File: config.mk
export PLATFORM = sky130hd
export DESIGN_NAME = mem_access_unit
export DESIGN_NICKNAME = d
export VERILOG_FILES = /design/src/rtl/mau_pkg.sv /design/src/rtl/mau_lane_ext.sv /design/src/rtl/mem_access_unit.sv
export SDC_FILE = /design/constraint.sdc
export NUM_CORES = 1
export LEC_CHECK = 0
export CAP_MARGIN = 20
export CORE_MARGIN = 3
export CORE_UTILIZATION = 39
export CTS_BUF_LIST = sky130_fd_sc_hd__clkbuf_8
export DETAILED_ROUTE_END_ITERATION = 8
export PLACE_DENSITY = 0.73
export SLEW_MARGIN = 20
export SYNTH_ARGS = -nofsm -noshare
export SYNTH_HDL_FRONTEND = slang
export SYNTH_SLANG_ARGS = --single-unit
File: constraint.sdc
create_clock -name clk -period 2.4 [get_ports clk]
set_clock_uncertainty 0.15 [all_clocks]
set_input_delay 0.48 -clock clk [delete_from_list [all_inputs] [get_ports clk]]
set_output_delay 0.48 -clock clk [all_outputs]
set_load 0.03 [all_outputs]
File: src/rtl/mau_pkg.sv
// Shared definitions for the MEM-stage load/store unit: size codes, state
// encoding and the big-endian lane extract/merge helpers.
package mau_pkg;

    localparam logic [1:0] SZ_BYTE = 2'b00;
    localparam logic [1:0] SZ_HALF = 2'b01;
    localparam logic [1:0] SZ_WORD = 2'b10;

    typedef enum logic {
        ST_IDLE,
        ST_RMW_WR
    } mau_state_t;

    function automatic logic [31:0] lane_extract(
        input logic [31:0] word,
        input logic [1:0]  offset,
        input logic [1:0]  size,
        input logic        sign_ext
    );
        logic [7:0]  b;
        logic [15:0] h;
        logic [31:0] r;
        case (offset)
            2'd0:    b = word[31:24];
            2'd1:    b = word[23:16];
            2'd2:    b = word[15:8];
            default: b = word[7:0];
        endcase
        h = offset[1] ? word[15:0] : word[31:16];
        case (size)
            SZ_BYTE: r = {{24{sign_ext & b[7]}}, b};
            SZ_HALF: r = {{16{sign_ext & h[15]}}, h};
            default: r = word;
        endcase
        return r;
    endfunction

    // Replace the addressed lane(s) of an existing word with right-justified store data.
    function automatic logic [31:0] lane_merge(
        input logic [31:0] word,
        input logic [1:0]  offset,
        input logic [1:0]  size,
        input logic [31:0] wdata
    );
        logic [31:0] r;
        r = word;
        case (size)
            SZ_BYTE: begin
                case (offset)
                    2'd0:    r[31:24] = wdata[7:0];
                    2'd1:    r[23:16] = wdata[7:0];
                    2'd2:    r[15:8]  = wdata[7:0];
                    default: r[7:0]   = wdata[7:0];
                endcase
            end
            SZ_HALF: begin
                if (offset[1])
                    r[15:0] = wdata[15:0];
                else
                    r[31:16] = wdata[15:0];
            end
            default: r = wdata;
        endcase
        return r;
    endfunction

endpackage

File: src/rtl/mau_lane_ext.sv
// Combinational load-lane extraction with sign/zero extension.
module mau_lane_ext
    import mau_pkg::*;
(
    input  logic [31:0] word,
    input  logic [1:0]  offset,
    input  logic [1:0]  size,
    input  logic        sign_ext,
    output logic [31:0] data
);

    assign data = lane_extract(word, offset, size, sign_ext);

endmodule

File: src/rtl/mem_access_unit.sv
// MEM-stage load/store front end for a word-wide big-endian data memory.
// Optional misalignment counter output enabled by defining MAU_ERR_CNT_EN.
module mem_access_unit
    import mau_pkg::*;
#(
    parameter int DM_AW     = 8,
    parameter int ERR_CNT_W = 16
) (
    input  logic        clk,
    input  logic        rst_n,
    input  logic        req_valid,
    input  logic        req_write,
    input  logic [1:0]  req_size,
    input  logic        req_signed,
    input  logic [31:0] req_addr,
    input  logic [31:0] req_wdata,
    input  logic [31:0] dm_rdata,
    output logic [31:0] dm_addr,
    output logic [31:0] dm_wrdata,
    output logic        dm_memwrite,
    output logic        dm_memread,
    output logic        stall,
    output logic [31:0] load_data,
    output logic        load_valid,
`ifdef MAU_ERR_CNT_EN
    output logic        align_err,
    output logic [ERR_CNT_W-1:0] align_err_cnt
`else
    output logic        align_err
`endif
);

    if (ERR_CNT_W < 1 || DM_AW < 3 || DM_AW > 31) begin : g_bad_params
        $error("mem_access_unit: illegal DM_AW or ERR_CNT_W");
    end

    mau_state_t         state_reg, state_next;
    logic [31:0]        merge_reg, merge_next;
    logic [DM_AW-3:0]   addr_reg, addr_next;
    logic [31:0]        load_data_reg;
    logic               load_valid_reg;
    logic               align_err_reg;

    logic [31:0]        ext_data;
    logic               misaligned;
    logic               sub_word;
    logic               load_acc;
    logic               err_acc;
    logic [31:0]        addr_int;
    logic [31:0]        wrdata_int;
    logic               memwrite_int;
    logic               memread_int;
    logic               stall_int;

    wire unused_addr_hi = ^req_addr[31:DM_AW];

    // Size 11 shares the word path, so size[1] alone selects word handling.
    assign sub_word   = ~req_size[1];
    assign misaligned = ((req_size == SZ_HALF) && req_addr[0]) ||
                        (req_size[1] && (req_addr[1:0] != 2'b00));

    mau_lane_ext u_lane_ext (
        .word     (dm_rdata),
        .offset   (req_addr[1:0]),
        .size     (req_size),
        .sign_ext (req_signed),
        .data     (ext_data)
    );

    always_comb begin
        state_next   = state_reg;
        merge_next   = merge_reg;
        addr_next    = addr_reg;
        addr_int     = '0;
        wrdata_int   = '0;
        memwrite_int = 1'b0;
        memread_int  = 1'b0;
        stall_int    = 1'b0;
        load_acc     = 1'b0;
        err_acc      = 1'b0;
        case (state_reg)
            ST_IDLE: begin
                if (req_valid) begin
                    addr_int = {{(32-DM_AW){1'b0}}, req_addr[DM_AW-1:2], 2'b00};
                    if (misaligned) begin
                        err_acc = 1'b1;
                    end else if (!req_write) begin
                        memread_int = 1'b1;
                        load_acc    = 1'b1;
                    end else if (!sub_word) begin
                        memwrite_int = 1'b1;
                        wrdata_int   = req_wdata;
                    end else begin
                        memread_int = 1'b1;
                        stall_int   = 1'b1;
                        merge_next  = lane_merge(dm_rdata, req_addr[1:0], req_size, req_wdata);
                        addr_next   = req_addr[DM_AW-1:2];
                        state_next  = ST_RMW_WR;
                    end
                end
            end
            ST_RMW_WR: begin
                addr_int   = {{(32-DM_AW){1'b0}}, addr_reg, 2'b00};
                state_next = ST_IDLE;
                // A dropped req_valid here is a pipeline flush: abandon the write.
                if (req_valid) begin
                    memwrite_int = 1'b1;
                    wrdata_int   = merge_reg;
                end
            end
            default: state_next = ST_IDLE;
        endcase
    end

    // Memory-facing strobes are forced low during reset so nothing is written.
    assign dm_addr     = rst_n ? addr_int : '0;
    assign dm_wrdata   = rst_n ? wrdata_int : '0;
    assign dm_memwrite = rst_n & memwrite_int;
    assign dm_memread  = rst_n & memread_int;
    assign stall       = rst_n & stall_int;
    assign load_data   = load_data_reg;
    assign load_valid  = load_valid_reg;
    assign align_err   = align_err_reg;

    always_ff @(posedge clk or negedge rst_n) begin
        if (!rst_n) begin
            state_reg      <= ST_IDLE;
            merge_reg      <= '0;
            addr_reg       <= '0;
            load_data_reg  <= '0;
            load_valid_reg <= 1'b0;
            align_err_reg  <= 1'b0;
        end else begin
            state_reg      <= state_next;
            merge_reg      <= merge_next;
            addr_reg       <= addr_next;
            load_valid_reg <= load_acc;
            align_err_reg  <= err_acc;
            if (load_acc)
                load_data_reg <= ext_data;
        end
    end

`ifdef MAU_ERR_CNT_EN
    logic [ERR_CNT_W-1:0] err_cnt_reg;

    always_ff @(posedge clk or negedge rst_n) begin
        if (!rst_n)
            err_cnt_reg <= '0;
        else if (align_err_reg && (err_cnt_reg != {ERR_CNT_W{1'b1}}))
            err_cnt_reg <= err_cnt_reg + ERR_CNT_W'(1);
    end

    assign align_err_cnt = err_cnt_reg;
`endif

endmodule

==> qor.txt <==
outcome: finished clean
GR Util met1: 36.9%
Placement Rows: 38
nature of the critical path endpoint: output port
number of enable flip-flop cells after synthesis: 0
clock tree from TritonCTS: yes
actual slew at the worst max-slew pin: 0.680 ns
Switching Fraction: 36.6%
global route total overflow: 0
GRT Max-Usage Layer: met2
total area of multi-input combinational cells: 2580 um^2
fraction of registers with async set or reset after synthesis: 100%
TritonCTS Sinks: 73
Synth Area in XOR/XNOR: 0%
total of max-cap violations: 0
Most common cell on crit path: sky130_fd_sc_hd__buf_6
detailed-route DRC error count: 0
endpoint of the worst-slack reg-to-reg timing path: merge_reg[27]
Final HPWL DP: 12.7 mm
net switching power: 1.52 mW
portion of total power attributed to sequential cells: 39.9%
Max rail drop VDD: 0.379 mV
clock tree root driver cell: sky130_fd_sc_hd__clkbuf_8
Arrival @ worst endpoint: 1.74 ns
I/O pin count: 204
setup repair after global routing missed its margin: true
minimum clock period after layout: 2.37 ns
first-pass GRT wire length: 26.7 mm
Cell Count, Final, Fillers Out: 881
average instance area after synthesis: 8.29 um^2
multiplexer fraction of the synthesized cell area: 5.18%
flop2flop setup slack: 0.38 ns
antenna violations before repair: 0
starting density of the core: 40.8%
Std-Cell Core Area: 11100 um^2
compound-cell area share of the yosys netlist: 24.1%
Inst Count DP: 857
final setup violating endpoints: 0
sequential-to-total area share from yosys stat: 40.4%
portion of total power attributed to combinational logic: 37.3%
share of the clock period used by the worst path: 98.9%
global routing usage on met3: 6.47%
data required time of the worst path: 1.77 ns
largest net degree at the start of global routing: 36
share of final-layout standard cells stronger than drive strength 1: 28.3%
antenna cells: 0
Slowest-stage cell, CP: sky130_fd_sc_hd__nor4_4
Critical Path Start Type: input port
Total Routing Usage GR: 26.6%
crit-path cells: clkdlybuf4s15_1 > nor4_4 > buf_6 > buf_12 > buf_16 > a22oi_2 > nor2_2 > buf_6
violation count after the first detailed-routing iteration: 333
Simple-Gate Fraction of Synth Area: 20.2%
Clock Power Share: 22.7%
clock-pin transition on the worst setup and hold timing paths: 0.08 ns
Routed Wire Length: 17.1 mm
total power density per cell area: 586 nW/um^2
die outline area: 12900 um^2
FMAX: 422 MHz
CTS buffer count: 9
sequential cell area: 1830 um^2
number of filler instances in the final layout: 916
main combinational cell family by area after synthesis: compound AO/OA/AOI/OAI gates
delay of the slowest cell on the worst path: 0.29 ns
via count: 4899
gpl congestion: 0.895
leading cell types by total area after synthesis: sky130_fd_sc_hd__dfrtp_1 (40%), sky130_fd_sc_hd__nor2_1 (8.1%), sky130_fd_sc_hd__a22oi_1 (7.3%), sky130_fd_sc_hd__a21oi_1 (6.2%), sky130_fd_sc_hd__nand2_1 (5.2%)
mapped cell area: 4520 um^2
commonest cells after routing, fill and taps aside: sky130_fd_sc_hd__clkdlybuf4s50_1 (105), sky130_fd_sc_hd__dfrtp_1 (72), sky130_fd_sc_hd__buf_4 (68)
Chip Width: 114 um
height of the die: 114 um
worst min-delay path category: in -> async
Final Hold Fails: 0
post-synth top area cell: sky130_fd_sc_hd__dfrtp_1
tightest slew margin relative to the limit: 54.3%
Detail Route Antenna Nets: 0
Pint: 2.64 mW
average wire length per cell after detail routing: 19.4 um
number of buffer and inverter instances along the worst setup path: 5
max-slew violations: 0
via count of the first global-routing pass: 4929
Syn-to-layout area delta: 57.1%
IO buf count: 153
core occupancy in the finished layout: 64.1%
number of iterations in the first detailed-routing pass: 6
count of yosys warnings during synthesis: 0
count of unique library cells instantiated by Yosys: 46
most frequent standard cell in the layout excluding fill and tap cells: sky130_fd_sc_hd__clkdlybuf4s50_1
H-tree levels: 3
main flop type after synthesis: sky130_fd_sc_hd__dfrtp_1
R2R cell count: 9
standby leakage power: 3.01 nW
Max Root-Sink Buffers: 2
gate count after technology mapping: 545
Critical R2R Launch: state_reg
Synth Register Bits: 73
routed via count divided by cell count: 5.56
largest delay contributor family on the critical path: buffers and inverters
worst-path maximum fanout: 8
routing usage on met2: 40.8%
fraction of synthesized cell area taken by the top area cell type: 40.4%
critical path start-end classification: in -> out
arithmetic-cell share of the synthesized area counting full adders, half adders and majority gates: 0%
clock latency on the worst-skew pair: 0.34 ns
Final nets: 840
==> per-stage QoR <==
step	area [um^2]	hold slack (ns)	setup WS [ns]	power [mW]	TNS, ns
floorplan	4690	0.0344	0.0486	2.47	0
global placement	6530	0.196	-0.262	3.13	-10.43
detailed placement	6530	0.202	-0.237	3.16	-11.53
CTS	7100	0.0389	-0.0378	4.16	-0.347
global route	7100	0.0443	-0.0432	4.38	-0.607
finish	7100	0.0480	0.0275	4.16	0
==> how the worst max path moves through the flow <==
stage | startpoint | to | slack (ns) | cells after the start
5_1_grt | state_reg | dm_wrdata[28] | -0.04 | 6
4_1_cts | state_reg | dm_wrdata[7] | -0.04 | 7
3_5_place_dp | req_addr[0] | dm_wrdata[0] | -0.24 | 6
3_3_place_gp | req_addr[1] | dm_wrdata[0] | -0.26 | 6
6_report | req_addr[1] | dm_wrdata[29] | 0.03 | 8
2_1_floorplan | req_size[1] | stall | 0.05 | 4
==> layer usage <==
layer,routed length (um),vias to the layer above
li1,-,2256
met1,7320,2377
met2,7930,233
met3,1410,33
met4,461,0
met5,0,-
==> synth_stat cells (all sizes together), types with 12 or more instances <==
| cell type | instances |
|---|---|
| mux2i | 20 |
| nand2 | 63 |
| a22oi | 44 |
| a21oi | 58 |
| dfrtp | 73 |
| nor2 | 98 |
| clkbuf | 17 |
| buf | 53 |
| o21ai | 32 |
| nand3 | 12 |
==> worst register-to-register path, stage by stage (launching register included) <==
cell and delay, ns:
sky130_fd_sc_hd__dfrtp_2 0.46, sky130_fd_sc_hd__buf_6 0.15, sky130_fd_sc_hd__nor2b_4 0.19, sky130_fd_sc_hd__buf_4 0.21
sky130_fd_sc_hd__nand4_1 0.10, sky130_fd_sc_hd__buf_4 0.17, sky130_fd_sc_hd__inv_1 0.12, sky130_fd_sc_hd__buf_12 0.18
sky130_fd_sc_hd__nor2_1 0.07, sky130_fd_sc_hd__a21oi_1 0.15
==> what timing repair did <==
action	in CTS	in global routing
pin swaps	22	20
gates resized for setup	62	18
hold buffers	1	0
setup endpoints to repair	41	40
cloned	3	0
hold endpoints to repair	6	0
setup buffers	9	0
==> cell families after synthesis <==
family,Yosys count
AND/OR/NAND/NOR,204
AO/OA/AOI/OAI,166
buffers and inverters,78
flip-flops,73
multiplexers,23
other,1
==> power by group through the flow <==
| stage | Sequential (mW) | Combinational (mW) | Clock, mW |
|---|---|---|---|
| floorplan | 1.89 | 0.582 | 0 |
| global placement | 1.66 | 1.48 | 0 |
| detailed placement | 1.66 | 1.50 | 0 |
| CTS | 1.65 | 1.55 | 0.960 |
| global route | 1.69 | 1.66 | 1.03 |
| finish | 1.66 | 1.55 | 0.946 |
==> layout make-up <==
type,instances,area share [%]
clock inverters,6,0.864
well taps,140,2.47
flip-flops and latches,73,25.8
repair buffers,226,32.3
clock buffers,9,1.75
inverters,8,0.423
multi-input cells,419,36.4
Note: power is estimated with default switching activity, not from simulation.
